<file path="src/rtl/pipeline_hazard_ctrl_pkg.sv">
// Shared types for the pipeline stall/flush sequencer.
// The optional DM wait freeze is enabled with PIPE_CTRL_DM_WAIT_EN.
package pipeline_hazard_ctrl_pkg;

  typedef enum logic [1:0] {
    PC_SEQ    = 2'd0,
    PC_BRANCH = 2'd1,
    PC_EXC    = 2'd2,
    PC_ERET   = 2'd3
  } pc_sel_t;

  typedef enum logic {
    S_IDLE    = 1'b0,
    S_MD_BUSY = 1'b1
  } pipe_ctrl_state_t;

  typedef struct packed {
    logic       read_mem;
    logic       sign_ext;
    logic [1:0] size;
  } load_type_t;

  function automatic logic reg_hit(
    input logic [4:0] dst,
    input logic [4:0] rs,
    input logic [4:0] rt
  );
    return (dst != 5'd0) &&
           ((dst == rs) || (dst == rt));
  endfunction

endpackage

</file>
<file path="src/rtl/pipeline_hazard_ctrl_md_stall_counter.sv">
// Mul/div occupancy tracker: start pulse, busy state
// and down-counter that holds EXE for N cycles.
module md_stall_counter
  import pipeline_hazard_ctrl_pkg::*;
#(
  parameter int DIV_CYCLES = 32,
  parameter int MUL_CYCLES = 2
) (
  input  logic clk,
  input  logic rst,
  input  logic hold,
  input  logic start,
  input  logic is_div,
  input  logic abort,
  output logic stall,
  output logic busy
);

  localparam int CW = $clog2(DIV_CYCLES);
  localparam logic [CW-1:0] DIV_LAST =
    CW'(DIV_CYCLES - 1);
  localparam logic [CW-1:0] MUL_LAST =
    CW'(MUL_CYCLES - 1);

  pipe_ctrl_state_t state;
  logic [CW-1:0]    cnt;

  always_ff @(posedge clk) begin
    if (rst) begin
      state <= S_IDLE;
      cnt   <= '0;
    end else if (!hold) begin
      if (abort) begin
        state <= S_IDLE;
        cnt   <= '0;
      end else begin
        unique case (state)
          S_IDLE: begin
            if (start) begin
              cnt   <= is_div ? DIV_LAST
                              : MUL_LAST;
              state <= S_MD_BUSY;
            end
          end
          S_MD_BUSY: begin
            if (cnt == '0)
              state <= S_IDLE;
            else
              cnt <= cnt - CW'(1);
          end
          default: state <= S_IDLE;
        endcase
      end
    end
  end

  // The start cycle itself is the first stall cycle.
  assign busy  = (state == S_MD_BUSY);
  assign stall = (state == S_IDLE) ? start
                                   : (cnt != '0);

endmodule

</file>
<file path="src/rtl/pipeline_hazard_ctrl.sv">
// Central stall/flush sequencer for the 5-stage pipeline.
// Define PIPE_CTRL_DM_WAIT_EN to add the DM_Busy freeze input.
module pipeline_hazard_ctrl
  import pipeline_hazard_ctrl_pkg::*;
#(
  parameter int DIV_CYCLES = 32,
  parameter int MUL_CYCLES = 2
) (
  input  logic       clk,
  input  logic       rst,
`ifdef PIPE_CTRL_DM_WAIT_EN
  input  logic       DM_Busy,
`endif
  input  logic [4:0] ID_rs,
  input  logic [4:0] ID_rt,
  input  logic [4:0] EXE_Dst,
  input  logic [3:0] EXE_LoadType,
  input  logic       EXE_RFWr,
  input  logic       EXE_IsDiv,
  input  logic       EXE_IsMul,
  input  logic       EXE_BranchTaken,
  input  logic       MEM_ExceptValid,
  input  logic       MEM_IsEret,
  output logic       IF_PCWr,
  output logic       IF_IDWr,
  output logic       IFID_Flush,
  output logic       IDEXE_Flush,
  output logic       IDEXE_Wr,
  output logic       EXEMEM_Flush,
  output logic       MEMWB_Wr,
  output logic [1:0] PC_Sel,
  output logic       MD_Start,
  output logic       MD_Abort,
  output logic       MD_Busy
);

  logic dm_busy;
`ifdef PIPE_CTRL_DM_WAIT_EN
  assign dm_busy = DM_Busy;
`else
  assign dm_busy = 1'b0;
`endif

  load_type_t ld;
  logic       unused_ld;
  assign ld        = load_type_t'(EXE_LoadType);
  assign unused_ld = ^{ld.sign_ext, ld.size};

  logic exc;
  logic md_start;
  logic md_stall;
  logic md_busy;
  logic load_use;

  assign exc      = MEM_ExceptValid | MEM_IsEret;
  assign md_start = (EXE_IsDiv | EXE_IsMul) &
                    ~exc & ~dm_busy;
  assign load_use = ld.read_mem & EXE_RFWr &
                    reg_hit(EXE_Dst, ID_rs, ID_rt);

  md_stall_counter #(
    .DIV_CYCLES (DIV_CYCLES),
    .MUL_CYCLES (MUL_CYCLES)
  ) u_md (
    .clk    (clk),
    .rst    (rst),
    .hold   (dm_busy),
    .start  (md_start),
    .is_div (EXE_IsDiv),
    .abort  (exc),
    .stall  (md_stall),
    .busy   (md_busy)
  );

  pc_sel_t pc_sel;

  always_comb begin
    IF_PCWr      = 1'b1;
    IF_IDWr      = 1'b1;
    IFID_Flush   = 1'b0;
    IDEXE_Flush  = 1'b0;
    IDEXE_Wr     = 1'b1;
    EXEMEM_Flush = 1'b0;
    MEMWB_Wr     = 1'b1;
    pc_sel       = PC_SEQ;
    MD_Start     = 1'b0;
    MD_Abort     = 1'b0;
    if (rst) begin
      IF_PCWr      = 1'b0;
      IF_IDWr      = 1'b0;
      IFID_Flush   = 1'b1;
      IDEXE_Flush  = 1'b1;
      IDEXE_Wr     = 1'b0;
      EXEMEM_Flush = 1'b1;
      MEMWB_Wr     = 1'b0;
    end else if (dm_busy) begin
      IF_PCWr  = 1'b0;
      IF_IDWr  = 1'b0;
      IDEXE_Wr = 1'b0;
      MEMWB_Wr = 1'b0;
    end else if (exc) begin
      IFID_Flush   = 1'b1;
      IDEXE_Flush  = 1'b1;
      EXEMEM_Flush = 1'b1;
      pc_sel       = MEM_ExceptValid ? PC_EXC
                                     : PC_ERET;
      MD_Abort     = md_busy;
    end else if (md_stall) begin
      // EXE holds; a bubble goes down to MEM.
      IF_PCWr      = 1'b0;
      IF_IDWr      = 1'b0;
      IDEXE_Wr     = 1'b0;
      EXEMEM_Flush = 1'b1;
      MD_Start     = ~md_busy;
    end else if (EXE_BranchTaken) begin
      pc_sel     = PC_BRANCH;
      IFID_Flush = 1'b1;
    end else if (load_use) begin
      IF_PCWr     = 1'b0;
      IF_IDWr     = 1'b0;
      IDEXE_Flush = 1'b1;
    end
  end

  assign PC_Sel  = pc_sel;
  assign MD_Busy = md_busy & ~rst;

endmodule
</file>
<file path="config.mk">
export PLATFORM = sky130hd
export DESIGN_NAME = pipeline_hazard_ctrl
export DESIGN_NICKNAME = d
export VERILOG_FILES = /design/src/rtl/pipeline_hazard_ctrl_pkg.sv /design/src/rtl/pipeline_hazard_ctrl_md_stall_counter.sv /design/src/rtl/pipeline_hazard_ctrl.sv
export SDC_FILE = /design/constraint.sdc
export NUM_CORES = 1
export LEC_CHECK = 0
export BUFFER_PORTS_ARGS = -buffer_cell sky130_fd_sc_hd__buf_4
export CAP_MARGIN = 15
export CORE_MARGIN = 1
export CORE_UTILIZATION = 40
export CTS_BUF_LIST = sky130_fd_sc_hd__clkbuf_2 sky130_fd_sc_hd__clkbuf_4 sky130_fd_sc_hd__clkbuf_8
export DETAILED_ROUTE_END_ITERATION = 12
export PLACE_DENSITY = 0.75
export RECOVER_POWER = 50
export SLEW_MARGIN = 25
export SYNTH_ARGS = -nofsm -noshare
export SYNTH_HDL_FRONTEND = slang
export SYNTH_SLANG_ARGS = --single-unit
</file>
<file path="constraint.sdc">
create_clock -name clk -period 2.1 [get_ports clk]
set_input_delay 0.21 -clock clk [delete_from_list [all_inputs] [get_ports clk]]
set_output_delay 0.21 -clock clk [all_outputs]
set_load 0.05 [all_outputs]
</file>
# Word-level counts from Yosys, hierarchy flattened
# Cells that the tools add are included.
dict set report op_classes {
  reduce_logical 7
  n_mux 39
  bitwise 9
  eq_ne 4
  add_sub_neg 1
}
# operator count
set ops {}
lappend ops {{1-bit two-way mux} 32}
lappend ops {{5-bit two-way mux} 3}
lappend ops {{5-bit equality test} 2}
lappend ops {{5-bit one-hot mux with 2 select lines} 1}
lappend ops {{5-bit nonzero test} 2}
lappend ops {{5-bit logical NOT} 1}
lappend ops {{5-bit by 1-bit subtractor with 5-bit output (second input constant)} 1}
lappend ops {{1-bit bitwise AND} 4}
lappend ops {{2-bit two-way mux} 2}
lappend ops {{1-bit NOT} 3}
lappend ops {{2-bit by 1-bit != test with 1-bit output (second input constant)} 1}
lappend ops {{2-bit != test (second input constant)} 1}
lappend ops {{1-bit bitwise OR} 2}
lappend ops {{1-bit one-hot mux with 2 select lines} 1}
lappend ops {{2-bit AND reduction} 1}
lappend ops {{2-bit OR reduction} 1}
lappend ops {{1-bit logical AND} 1}
lappend ops {{1-bit logical OR} 1}
dict set report totals {
  regBits 6
  output_inout_bits 12
  elab_cells 62
}

# Logic depth before layout (Yosys ltp)
dict set report logic_depth {
  depth_word 9
  ltp_mapped 8
}

# Hierarchy
# A second synthesis with hierarchy kept.
dict set report unflattened {
  cells_unflattened 84
  hier_area_um2 631.9
}
# module seq_area_each_um2 cells_each area_per_inst_um2 instances
set modules_own_cells {}
lappend modules_own_cells {md_stall_counter 120.1 45 385.4 1}
lappend modules_own_cells {pipeline_hazard_ctrl 0.0 39 246.5 1}

# Worst setup path after synthesis
# OpenSTA, ideal clock, no wires.
dict set report synth_path {
  path_type {register to output}
  startpoint {register u_md.cnt[0]}
  endpoint {output port IF_PCWr}
  slack_ns -0.491
  arrival_ns 2.381
  stages_incl_launch_ff 9
  cell_sequence {dfxtp_1 inv_1 ha_1 inv_1 o41ai_4 o41ai_2 a21oi_2 and2_1 buf_4}
}
dict set report synth_via {
  elab_chain_cells 5
}
# item line
set synth_lines {}
lappend synth_lines {{from (decl)} pipeline_hazard_ctrl_md_stall_counter.sv:26} ;# logic [CW-1:0] cnt;
lappend synth_lines {{from (signal assigned)} pipeline_hazard_ctrl_md_stall_counter.sv:40} ;# cnt <= is_div ? DIV_LAST
lappend synth_lines {{from (signal assigned)} pipeline_hazard_ctrl_md_stall_counter.sv:49} ;# cnt <= cnt - CW'(1);
lappend synth_lines {{5-bit nonzero test} pipeline_hazard_ctrl_md_stall_counter.sv:60} ;# : (cnt != '0);
lappend synth_lines {{1-bit two-way mux} pipeline_hazard_ctrl_md_stall_counter.sv:59} ;# assign stall = (state == S_IDLE) ? start
lappend synth_lines {{1-bit two-way mux (3 in series)} -}
lappend synth_lines {{to (decl)} pipeline_hazard_ctrl.sv:24} ;# output logic IF_PCWr,
# Every way passes these cells.

# Final worst setup path
dict set report layout_path {
  startpoint {register u_md.cnt[1]}
  endpoint {output port IF_IDWr}
}
dict set report layout_via {
  elab_chain_cells 5
}
# item line
set layout_lines {}
lappend layout_lines {{5-bit nonzero test} pipeline_hazard_ctrl_md_stall_counter.sv:60}
lappend layout_lines {{1-bit two-way mux} pipeline_hazard_ctrl_md_stall_counter.sv:59}
lappend layout_lines {{1-bit two-way mux} pipeline_hazard_ctrl.sv:108} ;# end else if (md_stall) begin
lappend layout_lines {{1-bit two-way mux} pipeline_hazard_ctrl.sv:101} ;# end else if (exc) begin
lappend layout_lines {{1-bit two-way mux} pipeline_hazard_ctrl.sv:88} ;# if (rst) begin
lappend layout_lines {{to (decl)} pipeline_hazard_ctrl.sv:25} ;# output logic IF_IDWr,
# Every way passes these cells.

==> results.sh <==
export IMPL_fill_cells=100
export IMPL_overflow=0
export IMPL_start_util_pct=44.3
export IMPL_synth_compound_area_share_pct=23.9
export IMPL_fmax_ghz=0.491
export IMPL_coreArea_mm2=0.00133
export IMPL_r2r_end="u_md.cnt[0]"
export IMPL_antenna_cells=0
export IMPL_synth_top_family_by_area="simple AND/OR/NAND/NOR gates"
export IMPL_globalRoute_busiestLayer="met2"
export IMPL_power_density_mw_per_mm2=396
export IMPL_slew_limit_headroom_pct=60.1
export IMPL_hold_path_endpoint="u_md.busy"
export IMPL_cts_tree="yes"
export IMPL_post_synth_mux_area_share_pct=1.69
export IMPL_hold_ws_ns=0.435
export IMPL_met1_usage_pct=23.8
export IMPL_crit_required_ns=1.89
export IMPL_synth_cell_area_um2=591
export IMPL_avgViaCountPerCell=5.23
export IMPL_clockBufferDepth=2
export IMPL_r2r_start="u_md.cnt[1]"
export IMPL_cpPeakStageDelay_ns=0.33
export IMPL_clock_sinks=6
export IMPL_cts_htree_levels=1
export IMPL_seq_area_frac_synth_pct=20.3
export IMPL_crit_chain="inv_2 > ha_1 > inv_1 > o41ai_4 > buf_4 > o41ai_4 > a21oi_4 > and2_4 > buf_8"
export IMPL_crit_slowest_cell="dfxtp_2"
export IMPL_post_route_period_util_pct=97.0
export IMPL_num_vias=737
export IMPL_critPathLaunchType="flop"
export IMPL_leakagePower_nw=0.434
export IMPL_drv_cap=0
export IMPL_worst_slew_pin_slew_ns=0.601
export IMPL_p_total_w=0.000390
export IMPL_drc=0
export IMPL_hpwl_mm=1.32
export IMPL_firstDrtPassIters=4
export IMPL_grt_pass1_wl_mm=2.53
export IMPL_finalHoldViolations=0
export IMPL_num_rows=13
export IMPL_grt_use_total_pct=23.0
export IMPL_cp_max_fo=4
export IMPL_die_area_mm2=0.00163
export IMPL_slew_violations=0
export IMPL_gp_congestion=0.696
export IMPL_synth_nets=112
export IMPL_vdd_drop_max_v=0.000225
export IMPL_grt_max_degree=9
export IMPL_cp_arrival_ns=1.83
export IMPL_met2_usage_pct=46.8
export IMPL_synth_cell_types=27
export IMPL_boundaryPins=39
export IMPL_wl_mm=1.66
export IMPL_r2r_slack_ns=0.50
export IMPL_synthSimpleGateAreaFrac_pct=29.9
export IMPL_worstHoldPathType="primary input to flop"
export IMPL_grt_pass1_vias=637
export IMPL_critPathCaptureType="output pin"
export IMPL_dieHeight_um=40.4
export IMPL_period_needed_ns=2.04
export IMPL_final_setup_viol_count=0
export IMPL_synth_area_leader_cell="dfxtp_1"
export IMPL_fin_skew_ns=0.00559
export IMPL_flow_area_growth_from_synthesis_pct=66.7
export IMPL_grtUsageMet3_pct=5.00
export IMPL_yosysWarnings=0
export IMPL_chipWidth_um=40.4
export IMPL_min_delay_start="rst"
export IMPL_wl_per_cell_um=11.8
export IMPL_antenna_found_initial=0
export IMPL_synthCells=83
export IMPL_insertion_delay_ns=0.25
export IMPL_ctsHoldBuffers=0
export IMPL_nets=157
export IMPL_cts_root_buf="clkbuf_4"
export IMPL_synth_area_per_cell_um2=7.12
export IMPL_setup_tns_ns=0
export IMPL_drive_gt1_share_pct=42.9
export IMPL_whs_path_depth=4
export IMPL_path_common_cell="o41ai_4"
export IMPL_numCtsBuffers=3
export IMPL_synth_top_cell_area_share_pct=20.3
export IMPL_path_class="flop to output pin"
export IMPL_clk_pin_slew_worst_paths_ns=0.05
export IMPL_drtIter0Drc=11
export IMPL_yosys_top_cells_area="dfxtp_1 20%, xnor2_1 15%, nor2_1 8.3%, nand2_1 6.4%, nor3_1 5.1%"
export IMPL_ant_nets=0
export IMPL_reg2regPathDepth=9
export IMPL_synth_xor_xnor_area_share_pct=14.8
export IMPL_status="completed"
export IMPL_synthAdderAreaFrac_pct=4.24
export IMPL_ys_ff_latch=6
export IMPL_io_buffers=35
layer usage:
layer / routed length, um / vias to the layer above
li1: - / 377
met1: 639 / 338
met2: 958 / 22
met3: 61 / 0
met4: 0 / 0
met5: 0 / -
final cells by class:
type	instances	area [um^2]	share of cell area, %
sequential	6	123	12.5
multi-input combinational	70	475	48.3
clock buffer	3	22.5	2.29
tap	15	18.8	1.91
inverter	5	18.8	1.91
timing repair buffer	42	327	33.2
per-stage QoR:
stage | instance area, um^2 | util (%) | setup slack, ns | cells
floorplan | 604 | - | -0.181 | 83
global placement | 882 | 66.1 | 0.218 | 132
detailed placement | 882 | 66.1 | 0.233 | 132
CTS | 976 | 73.2 | 0.00942 | 139
global route | 985 | 73.8 | -0.00397 | 141
finish | 985 | 73.8 | 0.0633 | 141
kinds of logic after synthesis:
kind of cell    count (synthesis)
fa+ha+maj                       2
mux                             1
flops                           6
simple gates                   39
buf+inv                         7
xor+xnor                       10
compound gates                 18
power breakdown:
group / switching (W) / internal [W]
clock network: 0.0000417 / 0.0000646
logic: 0.0000898 / 0.0000760
registers: 0.00000186 / 0.000116
total: 0.000133 / 0.000256
state kept, by name, indices dropped and copies added, names as in the netlist:
| register | cells |
|---|---|
| u_md.cnt | 5 |
| u_md.busy | 1 |
synth_stat cells, drive strengths merged:
library cell / n
and2b: 1
xnor2: 10
o41ai: 2
nor3: 6
o41a: 1
o21ai: 6
ha: 2
a211oi: 1
mux2i: 1
a21oi: 6
dfxtp: 6
inv: 5
nor4: 1
nand2b: 2
o22ai: 1
nand3: 4
clkbuf: 1
buf: 1
and2: 1
or4: 1
nor2: 13
nand2: 10
o21bai: 1
worst max-delay path by stage:
| stage | cells past startpoint | end | from | slack, ns |
|---|---|---|---|---|
| after floorplan | 8 | IF_PCWr | u_md.cnt[0] | -0.18 |
| after global placement | 8 | IF_IDWr | u_md.cnt[0] | 0.22 |
| after detailed placement | 8 | IF_IDWr | u_md.cnt[0] | 0.23 |
| after CTS | 8 | IF_IDWr | u_md.cnt[0] | 0.009 |
| after global routing | 8 | PC_Sel[0] | u_md.cnt[1] | -0.004 |
| final | 9 | IF_IDWr | u_md.cnt[1] | 0.06 |
worst max-delay path, delay by kind of cell, from the launching register on:
kind | cells | cell delay (ns)
simple gates | 1 | 0.18
compound gates | 3 | 0.50
flops | 1 | 0.33
buf+inv | 4 | 0.44
fa+ha+maj | 1 | 0.13
layout by cell type, fill, tap and decap left out, types with 3 or more instances in the layout:
cell type / instances
a21oi_1: 5
buf_4: 37
clkbuf_4: 3
dfxtp_1: 4
inv_2: 3
nand2_1: 10
nand3_1: 4
nor2_1: 13
nor3_1: 5
o21ai_0: 3
o21ai_1: 3
xnor2_1: 10
repair_timing:
item,CTS,global route
endpoints found under the setup margin,3,5
resized for setup,11,1
pin swaps,3,2
setup buffers,4,2
Power figures use the tool's default switching activity.
